<file path="src/rtl/memory_stream_writer.sv">
// Streams upstream samples through a small FIFO into single-word memory writes,
// one frame of frame_len words per start, addresses wrapping within a fixed region.
module memory_stream_writer #(
    parameter logic [29:0] BASE_ADDR    = 30'h0000_0000,
    parameter int          REGION_WORDS = 1024,
    parameter int          FIFO_AW      = 2
) (
    input  logic        clk,
    input  logic        reset,
    input  logic        start,
    input  logic [15:0] frame_len,
    input  logic        s_valid,
    input  logic [31:0] s_data,
    output logic        s_ready,
    output logic        busy,
    output logic        frame_done,
    output logic [15:0] words_written,
    input  logic        mem_ready,
    output logic        mem_op,
    output logic        mem_rw,
    output logic [29:0] mem_addr,
    output logic [31:0] mem_data
);
    localparam int DEPTH = 1 << FIFO_AW;
    localparam int PTR_W = $clog2(REGION_WORDS);

    typedef enum logic [2:0] {
        IDLE  = 3'd0,
        FETCH = 3'd1,
        ISSUE = 3'd2,
        WAIT  = 3'd3,
        DONE  = 3'd4
    } state_t;

    state_t             state_q, state_d;
    logic [15:0]        frame_len_q, frame_len_d;
    logic [15:0]        acc_cnt_q, acc_cnt_d;
    logic [15:0]        iss_cnt_q, iss_cnt_d;
    logic [15:0]        wr_cnt_q, wr_cnt_d;
    logic [PTR_W-1:0]   ptr_q, ptr_d;
    logic [29:0]        addr_q, addr_d;
    logic [31:0]        data_q, data_d;

    logic [31:0]        fifo_mem [DEPTH];
    logic [FIFO_AW-1:0] wr_ptr_q, rd_ptr_q;
    logic [FIFO_AW:0]   count_q, count_d;
    logic               fifo_full, fifo_empty, push, pop;
    logic [29:0]        word_offset;

    assign fifo_full   = (count_q == (FIFO_AW+1)'(DEPTH));
    assign fifo_empty  = (count_q == '0);
    assign word_offset = 30'({ptr_q, 2'b00});

    assign busy          = (state_q == FETCH) || (state_q == ISSUE) || (state_q == WAIT);
    assign s_ready       = busy && !fifo_full && (acc_cnt_q < frame_len_q);
    assign push          = s_valid && s_ready;
    assign frame_done    = (state_q == DONE);
    assign mem_op        = (state_q == ISSUE);
    assign mem_rw        = 1'b0;
    assign mem_addr      = addr_q;
    assign mem_data      = data_q;
    assign words_written = wr_cnt_q;

    always_comb begin
        state_d     = state_q;
        frame_len_d = frame_len_q;
        acc_cnt_d   = acc_cnt_q;
        iss_cnt_d   = iss_cnt_q;
        wr_cnt_d    = wr_cnt_q;
        ptr_d       = ptr_q;
        addr_d      = addr_q;
        data_d      = data_q;
        pop         = 1'b0;

        if (push) begin
            acc_cnt_d = acc_cnt_q + 16'd1;
        end

        case (state_q)
            IDLE: begin
                if (start) begin
                    frame_len_d = frame_len;
                    acc_cnt_d   = '0;
                    iss_cnt_d   = '0;
                    wr_cnt_d    = '0;
                    ptr_d       = '0;
                    state_d     = (frame_len != 16'd0) ? FETCH : DONE;
                end
            end
            FETCH: begin
                if (!fifo_empty && mem_ready) begin
                    pop     = 1'b1;
                    data_d  = fifo_mem[rd_ptr_q];
                    addr_d  = BASE_ADDR + word_offset;
                    state_d = ISSUE;
                end
            end
            ISSUE: begin
                // Power-of-two region: natural pointer overflow is the wrap.
                ptr_d     = ptr_q + PTR_W'(1);
                iss_cnt_d = iss_cnt_q + 16'd1;
                state_d   = WAIT;
            end
            WAIT: begin
                if (mem_ready) begin
                    wr_cnt_d = wr_cnt_q + 16'd1;
                    state_d  = (iss_cnt_q == frame_len_q) ? DONE : FETCH;
                end
            end
            DONE: begin
                state_d = IDLE;
            end
            default: begin
                state_d = IDLE;
            end
        endcase

        case ({push, pop})
            2'b10:   count_d = count_q + (FIFO_AW+1)'(1);
            2'b01:   count_d = count_q - (FIFO_AW+1)'(1);
            default: count_d = count_q;
        endcase
    end

    always_ff @(posedge clk or posedge reset) begin
        if (reset) begin
            state_q     <= IDLE;
            frame_len_q <= '0;
            acc_cnt_q   <= '0;
            iss_cnt_q   <= '0;
            wr_cnt_q    <= '0;
            ptr_q       <= '0;
            addr_q      <= BASE_ADDR;
            data_q      <= '0;
            wr_ptr_q    <= '0;
            rd_ptr_q    <= '0;
            count_q     <= '0;
        end else begin
            state_q     <= state_d;
            frame_len_q <= frame_len_d;
            acc_cnt_q   <= acc_cnt_d;
            iss_cnt_q   <= iss_cnt_d;
            wr_cnt_q    <= wr_cnt_d;
            ptr_q       <= ptr_d;
            addr_q      <= addr_d;
            data_q      <= data_d;
            count_q     <= count_d;
            if (push) wr_ptr_q <= wr_ptr_q + FIFO_AW'(1);
            if (pop)  rd_ptr_q <= rd_ptr_q + FIFO_AW'(1);
        end
    end

    // Storage needs no reset: clearing the pointers and count empties the FIFO.
    always_ff @(posedge clk) begin
        if (push) fifo_mem[wr_ptr_q] <= s_data;
    end
endmodule

</file>
<file path="config.mk">
export PLATFORM = sky130hd
export DESIGN_NAME = memory_stream_writer
export DESIGN_NICKNAME = d
export VERILOG_FILES = /design/src/rtl/memory_stream_writer.sv
export SDC_FILE = /design/constraint.sdc
export NUM_CORES = 1
export LEC_CHECK = 0
export CELL_PAD_IN_SITES_DETAIL_PLACEMENT = 0
export CELL_PAD_IN_SITES_GLOBAL_PLACEMENT = 2
export CORE_UTILIZATION = 39
export DETAILED_ROUTE_END_ITERATION = 10
export HOLD_SLACK_MARGIN = 0.15
export PLACE_DENSITY = 0.89
export SYNTH_ARGS = -nofsm -noshare
export SYNTH_HDL_FRONTEND = slang
export SYNTH_SLANG_ARGS = --single-unit
export TNS_END_PERCENT = 30
</file>
<file path="constraint.sdc">
create_clock -name clk -period 5.53 [get_ports clk]
set_clock_uncertainty 0.2 [all_clocks]
set_input_delay 1.106 -clock clk [delete_from_list [all_inputs] [get_ports clk]]
set_output_delay 1.106 -clock clk [all_outputs]
set_load 0.05 [all_outputs]
</file>
### Word-level counts from Yosys, hierarchy flattened

Memories as Yosys holds them, arrays and structs flattened. A register that Yosys moved wholly into a read port is not among the register bits.
Cells that the tools add are included.

* register bits: 94
* bits in latches: 0
* memory bits (writable): 128
* bits in read-only memories: 0
* bits of input ports: 53
* output and inout bits: 83
* word-level logic and storage cells: 70
* memories kept: 1

* $add $sub $neg: 8
* $mul: 0
* divide/modulo/power cells: 0
* order comparisons: 1
* equality and inequality tests: 11
* shift operators: 0
* multiplexer cells: 20
* bitwise logic cells: 0
* reductions and logical operators: 19

Memory list
* fifo_mem: words 4, width 32, read ports 1, clocked after Yosys merged registers in 1, write ports 1, line 44 `logic [31:0] fifo_mem [DEPTH];`

Operator list (count)
* $mux W16: 5
* $pmux W16 S2: 2
* $add A16 B1 Y16 const B: 3
* $pmux W10 S2: 1
* $eq A16 B16 Y1: 1
* $lt A16 B16 Y1: 1
* $reduce_bool A16 Y1: 1
* $mux W3: 5
* $pmux W3 S4: 1
* $add A10 B1 Y10 const B: 1
* $mux W10: 1
* $eq A3 B2 Y1 const B: 2
* $eq A3 B3 Y1 const B: 2
* $logic_not A3 Y1: 2
* $pmux W3 S2: 1
* $reduce_and A2 Y1: 3
* $reduce_and A3 Y1: 2
* $reduce_bool A2 Y1: 3
* $add A2 B1 Y2 const B: 2
* $logic_and A1 B1 Y1: 4
* $mux W1: 4
* $ne A2 B2 Y1 const B: 2
* $add A3 B1 Y3 const B: 1
* $eq A3 B1 Y1 const B: 1
* 6 further kinds: 8

### Longest topological paths before layout

Gate-level depths: netlist (run 1).

* word-level depth: 9
* mapped depth: 14
* depth with buffers taken out: 13

### Least setup slack after synthesis (run 1)

No wires, ideal clock.

* kind: reg2out
* from: register acc_cnt_q[7]
* to: output port s_ready
* arrival: 2518 ps
* path slack: 1706 ps
* stages on the path, launching flop included: 7
* path through: dfrtp_1 ha_1 a21oi_1 o21ai_0 o2bb2ai_1 clkbuf_1 nor3_1

* cells in the longest elaborated chain, start to end: 2

RTL lines
* from (decl): line 37 `logic [15:0] acc_cnt_q, acc_cnt_d;`
* from (signal assigned): line 141 `acc_cnt_q <= acc_cnt_d;`
* $lt A16 B16 Y1: line 55 `assign s_ready = busy && !fifo_full && (acc_cnt_q < frame_len_q);`
* $logic_and A1 B1 Y1: line 55
* to (decl): line 14 `output logic s_ready,`

No other way between the ends.

### Final worst setup path (run 1)

* from: register frame_len_q[15]
* to: output port s_ready

* cells in the longest elaborated chain, start to end: 2

RTL lines
* from (decl): line 36 `logic [15:0] frame_len_q, frame_len_d;`
* from (signal assigned): line 140 `frame_len_q <= frame_len_d;`
* $lt A16 B16 Y1: line 55
* $logic_and A1 B1 Y1: line 55

No other way between the ends.

==> run summary, run 1 <==
For this run, design rule violations remaining after detail routing come to 0. The final critical delay including setup and external delays is 4.40 ns. The floorplan die area is 29300 um2. Yosys printed 0 warnings. In this run the tool buffered the top-level ports with 114 buffer cells.

The number of rows created at floorplan is 61. The power per cell area is 508 nW/um2. The synthesized netlist occupies a cell area of 11100 um2. The worst slew margin relative to its limit came out at 0.425. Before CTS, the worst setup slack after placement is 1.36 ns. In this run the most critical hold path is launched from iss_cnt_q[15]. The via-per-instance ratio came out at 5.03.

The total routing usage reported by global routing is 0.164. After synthesis, the netlist uses 56 different library cells. For this run, asynchronously set or reset flops after synthesis account for 0.496. The required time of the worst setup path came out at 4.22 ns. Post-CTS repair changed the size of 0 cells. Of the cells placed in the final design, the portion with a size suffix greater than 1 is 0.142. The boundary pin count is 136. The routed design has 23500 um of wire. The count of clock tree sinks came out at 254. The core region is 27900 um2.

The routed wire length per instance is 17.7 um. The data arrival time of the worst path came out at 3.10 ns. Across all layers, the routed design uses 6666 vias.

TritonCTS built the clock tree. The count of max-cap constraint violations came out at 0. The setup violation total in the final timing report came out at 0. The path class of the lowest-slack min-delay path is register to register. The worst setup path category is register to primary output. Measured along the x axis, the die boundary spans 171 um.

The cell count after synthesis came out at 807. The floorplan die height came out at 171 um. The placer congestion estimate came out at 0.762. The post-synthesis area per instance is 13.8 um2. The total number of nets in the final design is 1003. The longest individual stage delay on the worst path came out at 0.84 ns. The critical path goes through inv_1 -> ha_1 -> a21oi_1 -> o311ai_1 -> or2_2 -> nor3_1 -> clkdlybuf4s50_1. In the finished design, the share of the clock period the worst path needs comes to 0.796. The worst setup margin is 1.13 ns. The number of hold buffers added after CTS was 0. STA classifies the critical path endpoint as a primary output. The number of failing hold endpoints at the final stage was 0. The maximum fanout encountered on the critical timing path is 4. The total CTS buffers came out at 28. The library cell used most frequently in the layout, excluding fill and tap cells, is sky130_fd_sc_hd__edfxtp_1. Clock-pin slew was measured on the worst setup and hold paths at 0.05 ns.

The number of detailed-route iterations in the first pass is 6. Tracing the worst setup path back leads to its startpoint at frame_len_q[15]. The area added between synthesis and finish is 21.0%. The family with the most delay on the worst path is buffers and inverters.

The final sum of negative setup slack is 0 ns. The run finished with clean final reports. The number of flops mapped to enable cells by yosys is 128.

The initial utilization of the core area, before any placement, comes to 0.399. The detail route stage leaves a number of antenna-violating nets equal to 0. The worst setup path is launched from a register. After the first detailed-routing iteration, the DRC count stood at 391. The cell at the root of the clock tree is sky130_fd_sc_hd__clkbuf_16.

In the layout the commonest cells are sky130_fd_sc_hd__edfxtp_1 (128), sky130_fd_sc_hd__dfrtp_1 (125), sky130_fd_sc_hd__clkdlybuf4s50_1 (114). The total global routing overflow is 0. After filler insertion, the fill cell instance count of the layout stands at 2460.

Summed over all cells, the static leakage comes to 5.13 nW. The total count of max-transition violations in the final report is 0. The cell with the largest stage delay on the worst path is sky130_fd_sc_hd__clkdlybuf4s50_1. The initial antenna violation count is 0. The transition time at the pin with the least slew margin came out at 0.860 ns. The maximum number of pins on one net before global-route repair came out at 69. The sequential element share of the synthesized area is 0.628. The maximum buffer depth of the clock tree is 3. For this run, the leading register cell type out of synthesis is sky130_fd_sc_hd__edfxtp_1. The critical path contains buffers and inverters numbering 2 combined.

The startpoint of the lowest-slack register-to-register path is acc_cnt_q[14]. The number of levels in the clock H-tree came out at 1. The post-CTS setup buffer count came out at 0. Setup repair after global routing left no endpoint under its margin. The maximum resistive drop on vdd came out at 0.318 mV. The worst-skew pair later-pin latency is 0.56 ns. The first-pass GRT wire length came out at 37200 um. The post-synthesis register bit count is 254. The via count of the first global-routing pass came to 6739.

The HPWL reported at the end of detailed placement is 15000 um. The highest clock rate is 227 MHz.
cell families after synthesis:
family,count (synthesis),synth area share
AND/OR/NAND/NOR,218,0.103
adder cells (fa/ha/maj),25,0.0287
other,1,0.000336
buffers and inverters,87,0.0372
multiplexers,96,0.127
AO/OA/AOI/OAI,91,0.0486
flip-flops,254,0.628
XOR/XNOR,35,0.0275
worst register-to-register path, cell delays in order, from the launching register on:
cell,delay [ns]
sky130_fd_sc_hd__dfrtp_1,0.41
sky130_fd_sc_hd__ha_1,0.31
sky130_fd_sc_hd__nand4_1,0.19
sky130_fd_sc_hd__or4_1,0.65
sky130_fd_sc_hd__a211oi_4,0.20
sky130_fd_sc_hd__buf_4,0.27
sky130_fd_sc_hd__nor3_2,0.14
sky130_fd_sc_hd__inv_1,0.09
sky130_fd_sc_hd__ha_1,0.17
sky130_fd_sc_hd__inv_1,0.06
sky130_fd_sc_hd__fa_1,0.37
sky130_fd_sc_hd__xor2_1,0.15
sky130_fd_sc_hd__nor2_1,0.11
sky130_fd_sc_hd__xnor2_1,0.12
Yosys cell counts (all sizes together), types with 3 or more instances:
master	instances	share of area
a21oi	17	0.0076
a31oi	4	0.0022
and2	9	0.0051
and3	8	0.0045
and4	3	0.0024
buf	35	0.020
clkbuf	22	0.0074
dfrtp	126	0.28
edfxtp	128	0.34
ha	24	0.027
inv	30	0.010
mux2	43	0.043
mux2i	21	0.019
mux4	32	0.065
nand2	70	0.024
nand2b	13	0.0073
nand3	23	0.010
nand4	19	0.011
nor2	23	0.0077
nor2b	5	0.0028
nor3	7	0.0036
nor3b	4	0.0031
nor4	16	0.0090
nor4b	3	0.0024
o21ai	50	0.022
o31ai	5	0.0034
or3	4	0.0022
or4	5	0.0037
xnor2	24	0.019
xor2	11	0.0086
worst paths after layout:
kind	endpoint	slack, ns	cells past startpoint
setup reg to reg	count_q[2]	2.04	13
hold reg to reg	iss_cnt_q[15]	0.29	1
setup / recovery	s_ready	1.13	7
max in group asynchronous	words_written[1]	3.33	3
min in group asynchronous	mem_data[16]	0.88	2
hold / removal	iss_cnt_q[15]	0.29	1
where the power goes:
part           switching (W)  leakage, nW  internal (W)
Combinational        0.00145         1.94      0.000961
Clock               0.000739        0.400      0.000961
Sequential          0.000287         2.80       0.00245
routing by layer:
| layer | vias to the layer above | global-route usage | routed length, um |
|---|---|---|---|
| met1 | 3336 | 0.215 | 10400 |
| met4 | 0 | 0.0408 | 377 |
| met3 | 29 | 0.0389 | 1300 |
| li1 | 3160 | - | - |
| met2 | 141 | 0.273 | 11400 |
| met5 | - | 0 | 0 |
flip-flops by register name, summed over array words and instances, names as in the netlist:
signal         flops
words_written     16
wr_ptr_q           2
fifo_mem         128
mem_data          32
rd_ptr_q           2
frame_len_q       16
acc_cnt_q         16
iss_cnt_q         16
ptr_q             10
mem_addr          10
state_q            3
count_q            3
layout make-up:
cell class	instances	area (um2)	area share
diodes	1	2.50	0.000186
multi-input cells	486	3810	0.283
repair buffers	125	1240	0.0917
well taps	378	473	0.0351
inverters	30	115	0.00854
flip-flops and latches	254	7000	0.519
clock inverters	8	75.1	0.00557
clock buffers	43	767	0.0569
through the flow:
stage	power [W]	area (um2)	hold WS, ns	cells	utilization
4_1_cts	0.00695	13500	0.295	1324	0.482
5_1_grt	0.00723	13500	0.319	1324	0.482
3_3_place_gp	0.00517	12600	0.280	1273	0.452
2_1_floorplan	0.00446	11200	0.239	827	-
3_5_place_dp	0.00521	12600	0.288	1273	0.452
6_report	0.00685	13500	0.289	1325	0.483
No activity file was read; power rests on OpenSTA's default activity.
==> inputs of run 2 (changes only) <==
--- a/config.mk
+++ b/config.mk
@@ -7,10 +7,10 @@
 export LEC_CHECK = 0
 export CELL_PAD_IN_SITES_DETAIL_PLACEMENT = 0
 export CELL_PAD_IN_SITES_GLOBAL_PLACEMENT = 2
-export CORE_UTILIZATION = 39
+export CORE_UTILIZATION = 35
 export DETAILED_ROUTE_END_ITERATION = 10
 export HOLD_SLACK_MARGIN = 0.15
-export PLACE_DENSITY = 0.89
+export PLACE_DENSITY = 0.84
 export SYNTH_ARGS = -nofsm -noshare
 export SYNTH_HDL_FRONTEND = slang
 export SYNTH_SLANG_ARGS = --single-unit
==> constraint.sdc (replaced) <==
create_clock -name clk -period 3.95 [get_ports clk]
set_clock_uncertainty 0.2 [all_clocks]
set_input_delay 0.79 -clock clk [delete_from_list [all_inputs] [get_ports clk]]
set_output_delay 0.79 -clock clk [all_outputs]
set_load 0.05 [all_outputs]
==> run 2 against run 1 <==
- routed wire length up 1.0%
- utilization down 4.3 points
- sequential share of layout area down 0.50 points
- critical path depth down 4
- non-clock buffer count up 4
- largest cell class unchanged
- highest routed layer is now met5
==> run summary, run 2 (synthesis results as in run 1) <==
The register with the most flip-flops is fifo_mem (unchanged). The kind of start point of the critical path is a register (unchanged). The hold path depth came out at 1 (unchanged). The data arrival time of the worst path is 2.67 ns (was 3.10 ns).

The via-per-instance ratio was 4.96 (was 5.03). The worst-skew pair later-pin latency came to 0.55 ns (was 0.56 ns). The count of max-cap constraint violations came out at 0 (unchanged). The proportion of layout cells with a drive suffix above 1 came out at 0.149 (was 0.142).

The maximum fanout encountered on the critical timing path came out at 22 (was 4). The number of flip-flops under the largest register name is 128 (unchanged). In the finished design, the share of the clock period the worst path needs comes to 0.926. The number of rows created at floorplan came out at 64 (was 61). The setup violation total in the final timing report is 0 (unchanged). The met3 track demand over resource was 0.0309 (was 0.0389). The total CTS buffers was 27 (was 28). Leading cell types in the layout, fill and taps excluded: sky130_fd_sc_hd__edfxtp_1 (128), sky130_fd_sc_hd__dfrtp_1 (124), sky130_fd_sc_hd__clkdlybuf4s50_1 (113) (was sky130_fd_sc_hd__edfxtp_1 (128), sky130_fd_sc_hd__dfrtp_1 (125), sky130_fd_sc_hd__clkdlybuf4s50_1 (114)). The power per cell area was 716 nW/um2 (was 508 nW/um2).

The placer congestion estimate came out at 0.741 (was 0.762). The area added between synthesis and finish is 22.2% (was 21.0%). The layer with the highest usage was met2 (unchanged). The violation count after the first detailed-routing iteration came out at 284 (was 391). The path class of the lowest-slack min-delay path is register to register (unchanged).

The number of detailed-route iterations in the first pass was 4 (was 6). The HPWL reported at the end of detailed placement is 15300 um (was 15000 um). Result of the run: completed (unchanged). The number of routed nets with antenna violations is 0 (unchanged).

The detailed-route DRC error count is 0 (unchanged). The CTS tree was done (unchanged). The total global routing overflow is 0 (unchanged).

The boundary pin count is 136 (unchanged). The leakage power total came out at 5.19 nW (was 5.13 nW). The final sum of negative setup slack was 0 ns (unchanged).

The floorplan die height came out at 180 um (was 171 um). The routed wire length per instance came to 17.6 um (was 17.7 um). The logic depth of the worst register-to-register path came out at 13 (unchanged).

The transition time at the pin with the least slew margin came out at 0.840 ns (was 0.860 ns). The via count of the first global-routing pass was 6870 (was 6739). The fraction of met1 tracks used by global routing was 0.201 (was 0.215). RSZ-0062 raised after global routing: no (unchanged). The number of instances resized during post-cts repair came out at 0 (unchanged).

The final cell count without fillers was 1344 (was 1325). The maximum resistive drop on vdd came to 0.481 mV (was 0.318 mV). The final-layout fill cell count came out at 2765 (was 2460).

The worst-case setup slack after placement came out at 0.618 ns (was 1.36 ns). The total routing usage reported by global routing came out at 0.148 (was 0.164). The count of clock tree sinks came out at 254 (unchanged). The first-pass GRT wire length was 38300 um (was 37200 um). The most common library cell in the layout ignoring fill and taps is sky130_fd_sc_hd__edfxtp_1 (unchanged). The worst setup margin came out at 0.291 ns (was 1.13 ns).

The total count of max-transition violations in the final report is 0 (unchanged). The worst setup path category is register to primary output (unchanged). The placeable core area came out at 31000 um2 (was 27900 um2). The number of levels in the clock H-tree was 1 (unchanged). The starting utilization of the core area came out at 0.360 (was 0.399). The total number of nets in the final design is 1006 (was 1003).

The cts-stage hold buffer count is 0 (unchanged). The number of failing hold endpoints at the final stage is 0 (unchanged). The flop-to-flop setup slack came out at 0.68 ns (was 2.04 ns). The overall via count from detail_route is 6662 (was 6666).

The worst path needs 3.66 ns of the cycle, external delays included. For this run, the top clock speed supported by timing is 273 MHz. The horizontal extent of the die was 180 um (was 171 um). The initial antenna violation count is 1 (was 0). The total placed cells including tap cells came out at 1295 (was 1273). The post-CTS setup buffer count is 0 (unchanged). The total wire length after detailed routing is 23700 um (was 23500 um). The cell at the root of the clock tree is sky130_fd_sc_hd__clkbuf_16 (unchanged). The required time of the worst setup path came out at 2.96 ns (was 4.22 ns). The floorplan die area is 32600 um2 (was 29300 um2). The clock transition at the registers of the reported paths came out at 0.06 ns (was 0.05 ns). The met2 layer usage reported by global route came out at 0.242 (was 0.273). The maximum buffer depth of the clock tree came out at 3 (unchanged). The worst slew margin relative to its limit is 0.440 (was 0.425). The maximum number of pins on one net before global-route repair is 55 (was 69). The sort of element at the end of the critical path is a primary output (unchanged). The number of diodes added for antenna fixing came out at 0 (was 1). The number of buffer cells added on primary ports came out at 114 (unchanged).
==> run 2: changes by cell type in the layout (fill, tap and decap cells not counted), moves of 2 or more <==
cell	previous run	this run
sky130_fd_sc_hd__buf_12	1	6
sky130_fd_sc_hd__clkbuf_1	14	9
sky130_fd_sc_hd__bufinv_16	0	2
sky130_fd_sc_hd__clkbuf_8	1	3
==> run 2: worst max-delay path: stages, from the launching register on <==
cell	delay, ns
sky130_fd_sc_hd__dfrtp_1	0.58
sky130_fd_sc_hd__or3b_4	0.57
sky130_fd_sc_hd__inv_1	0.12
sky130_fd_sc_hd__clkdlybuf4s50_1	0.84
==> run 2: final cells by class <==
class / count / area [um2] / share of cell area
Timing Repair Buffer: 129 / 1330 / 0.0974
Clock buffer: 39 / 751 / 0.0551
Sequential cell: 254 / 7000 / 0.514
Tap cell: 396 / 495 / 0.0364
Inverter: 30 / 116 / 0.00855
Multi-Input combinational cell: 486 / 3810 / 0.280
Clock inverter: 10 / 115 / 0.00846
==> run 2: metrics by stage <==
stage                util  total power [W]  hold slack (ns)  instance area, um2
floorplan               -          0.00624            0.239               11200
global placement    0.411          0.00730            0.269               12700
detailed placement  0.411          0.00736            0.267               12700
CTS                 0.439          0.00989            0.276               13600
global route        0.439           0.0103            0.305               13600
finish              0.439          0.00974            0.269               13600
==> run 2: final timing paths <==
check	startpoint	end
max reg2reg	frame_len_q[15]	count_q[2]
min in group asynchronous	reset	mem_data[25]
max in group asynchronous	reset	words_written[2]
min reg2reg	ptr_q[9]	ptr_q[9]
max	state_q[1]	mem_op
min	ptr_q[9]	ptr_q[9]
==> run 2: power breakdown <==
group,internal [W],total (W),switching (W)
Sequential,0.00343,0.00392,0.000493
Combinational,0.00139,0.00334,0.00194
Clock,0.00145,0.00249,0.00104
Total,0.00627,0.00974,0.00347
==> run 2: per-layer routing <==
| metal | wire length, um | vias up | part of all wire |
|---|---|---|---|
| met3 | 1090 | 36 | 0.046 |
| li1 | - | 3171 | - |
| met2 | 11200 | 129 | 0.47 |
| met5 | 13 | - | 0.00055 |
| met1 | 10900 | 3324 | 0.46 |
| met4 | 458 | 2 | 0.019 |
==> inputs of run 3 (changes only) <==
--- a/config.mk
+++ b/config.mk
@@ -8,6 +8,7 @@
 export CELL_PAD_IN_SITES_DETAIL_PLACEMENT = 0
 export CELL_PAD_IN_SITES_GLOBAL_PLACEMENT = 2
 export CORE_UTILIZATION = 35
+export CTS_CLUSTER_DIAMETER = 60
 export DETAILED_ROUTE_END_ITERATION = 10
 export HOLD_SLACK_MARGIN = 0.15
 export PLACE_DENSITY = 0.84
==> run 3 against run 2 <==
- sequential share of layout area shrank 0.33 points
- clock-buffer cell count shrank 2
- worst setup slack lost 0.0098 ns
- non-clock buffer count is the same
- largest cell class unchanged
- design area grew 0.64%
- first-iteration DRC count shrank 1.1%
- clock power grew 6%
- highest routed layer unchanged
==> run summary, run 3 (synthesis results as in run 1) <==
The count of max-cap constraint violations is 0 (unchanged). The family with the most delay on the worst path is buffers and inverters (unchanged). The number of diodes added for antenna fixing came out at 0 (unchanged). The critical register-to-register path endpoint is count_q[2] (unchanged). The via-per-instance ratio is 4.95 (was 4.96). The data arrival time of the worst path came out at 2.68 ns (was 2.67 ns). The boundary pin count is 136 (unchanged).

Result of the run: completed (unchanged). The depth of the critical timing path with buffers and inverters included was 3 (unchanged). The number of failing hold endpoints at the final stage is 0 (unchanged). The total CTS buffers is 28 (was 27). The setup violation total in the final timing report is 0 (unchanged). The number of buffers and inverters on the critical path came to 2 (unchanged). The final sum of negative setup slack is 0 ns (unchanged). The cell at the root of the clock tree is sky130_fd_sc_hd__clkbuf_16 (unchanged). The floorplan die height is 180 um (unchanged).

The sequential standard cell area is 7000 um2 (unchanged). The most common library cell in the layout ignoring fill and taps is sky130_fd_sc_hd__edfxtp_1 (unchanged). The final critical delay including setup and external delays is 3.67 ns (was 3.66 ns).

The maximum resistive drop on vdd was 0.475 mV (was 0.481 mV). The cell with the largest stage delay on the worst path is sky130_fd_sc_hd__clkdlybuf4s50_1 (unchanged). RSZ-0062 raised after global routing: no (unchanged). The number of detailed-route iterations in the first pass is 4 (unchanged).

The total global routing overflow came to 0 (unchanged). The number of routed nets with antenna violations came out at 0 (unchanged). The placer congestion estimate is 0.741 (unchanged). The maximum number of pins on one net before global-route repair came out at 55 (unchanged). The placeable core area is 31000 um2 (unchanged).

The CTS tree is done (unchanged). The longest individual stage delay on the worst path is 0.84 ns (about the same). The final design instance area without fill came out at 13700 um2 (was 13600 um2). The final cell count without fillers is 1347 (was 1344). The count of clock tree sinks is 254 (unchanged).

The number of buffer cells added on primary ports is 114 (unchanged). The power per cell area is 722 nW/um2 (was 716 nW/um2). The number of levels in the clock H-tree came out at 1 (unchanged).

The logic depth of the worst register-to-register path is 13 (unchanged). The combined area of the multi-input logic cells is 3810 um2 (unchanged). The total number of nets in the final design came out at 1007 (was 1006). The transition time at the pin with the least slew margin came out at 0.854 ns (was 0.840 ns). The area added between synthesis and finish is 22.9% (was 22.2%). The first-pass GRT wire length came out at 38200 um (was 38300 um). The flop-to-flop setup slack is 0.70 ns (was 0.68 ns). The detailed-route DRC error count is 0 (unchanged). The required time of the worst setup path is 2.96 ns (about the same). The cts-stage hold buffer count came to 0 (unchanged).

The startpoint of the lowest-slack register-to-register path is frame_len_q[15] (unchanged). The number of rows created at floorplan is 64 (unchanged). The via count of the first global-routing pass is 6951 (was 6870).

The worst setup path category is register to primary output (unchanged). The worst-skew pair later-pin latency came out at 0.55 ns (about the same). The HPWL reported at the end of detailed placement was 15300 um (unchanged). The initial antenna violation count is 1 (unchanged). The start point of the critical path is state_q[1] (unchanged). The starting utilization of the core area is 0.360 (unchanged). The end of the critical path is mem_op (unchanged).

The kind of start point of the critical path is a register (unchanged). The total wire length after detailed routing came to 23600 um (was 23700 um). The sort of element at the end of the critical path is a primary output (unchanged). The maximum fanout encountered on the critical timing path is 22 (unchanged).

The clock transition at the registers of the reported paths was 0.06 ns (about the same). The maximum buffer depth of the clock tree came to 3 (unchanged). The path class of the lowest-slack min-delay path was register to register (unchanged).

The post-CTS setup buffer count came out at 0 (unchanged). The total placed instance area came to 12700 um2 (unchanged). The floorplan die area came out at 32600 um2 (unchanged). The final-layout fill cell count is 2762 (was 2765). The routed wire length per instance is 17.5 um (was 17.6 um). The register with the most flip-flops is fifo_mem (unchanged).

The overall via count from detail_route came out at 6667 (was 6662). The highest clock rate came out at 273 MHz (about the same). The total count of max-transition violations in the final report came out at 0 (unchanged). The number of flip-flops under the largest register name came out at 128 (unchanged). The total routing usage reported by global routing came out at 0.147 (was 0.148).

The total placed cells including tap cells is 1295 (unchanged). The violation count after the first detailed-routing iteration is 281 (was 284). The leakage power total is 5.23 nW (was 5.19 nW). Leading cell types in the layout, fill and taps excluded: sky130_fd_sc_hd__edfxtp_1 (128), sky130_fd_sc_hd__dfrtp_1 (124), sky130_fd_sc_hd__clkdlybuf4s50_1 (113) (unchanged). The hold path depth is 1 (unchanged). CP Cell Sequence: or3b_4 -> inv_1 -> clkdlybuf4s50_1 (unchanged). The worst slew margin relative to its limit came out at 0.431 (was 0.440). The horizontal extent of the die came out at 180 um (unchanged). The number of instances resized during post-cts repair is 0 (unchanged).

The final worst-path cycle share is 0.929 (was 0.926). The proportion of layout cells with a drive suffix above 1 was 0.155 (was 0.149).
-- run 3: cell types whose count changed in the layout (fill, tap and decap cells not counted), sizes merged --
cell / delta
inv: +1
bufinv: +1
clkbuf: -2
clkinv: +3
-- run 3: worst min path at each step --
stage / startpoint / end
after floorplan: ptr_q[9] / ptr_q[9]
after global placement: ptr_q[9] / ptr_q[9]
after detailed placement: ptr_q[9] / ptr_q[9]
after CTS: ptr_q[9] / ptr_q[9]
after global routing: ptr_q[9] / ptr_q[9]
final: ptr_q[9] / ptr_q[9]
-- run 3: cell type report --
class	instances	share of cell area
clock inverters	15	0.0138
multi-input cells	486	0.278
repair buffers	129	0.0968
inverters	30	0.00849
well taps	396	0.0362
clock buffers	37	0.0558
flip-flops and latches	254	0.511
-- run 3: per-layer routing --
metal | vias to the layer above | wire length [um] | global-route usage
met3 | 33 | 1060 | 0.0299
met5 | - | 12 | 0
met4 | 2 | 420 | 0.0328
met1 | 3321 | 10800 | 0.197
met2 | 126 | 11300 | 0.245
li1 | 3185 | - | -
-- run 3: power by group --
group          internal [W]  switching [W]  total [W]
clock network       0.00157        0.00106    0.00264
logic               0.00139        0.00194    0.00333
registers           0.00343       0.000493    0.00392
total               0.00639        0.00350    0.00989
-- run 3: per-stage QoR --
| stage | worst slack (ns) | power, W | utilization | hold WS (ns) |
|---|---|---|---|---|
| detailed placement | 0.618 | 0.00736 | 0.411 | 0.267 |
| finish | 0.281 | 0.00989 | 0.442 | 0.270 |
| CTS | 0.236 | 0.0100 | 0.442 | 0.276 |
| global placement | 0.672 | 0.00730 | 0.411 | 0.269 |
| global route | 0.133 | 0.0104 | 0.442 | 0.306 |
| floorplan | 0.442 | 0.00624 | - | 0.239 |
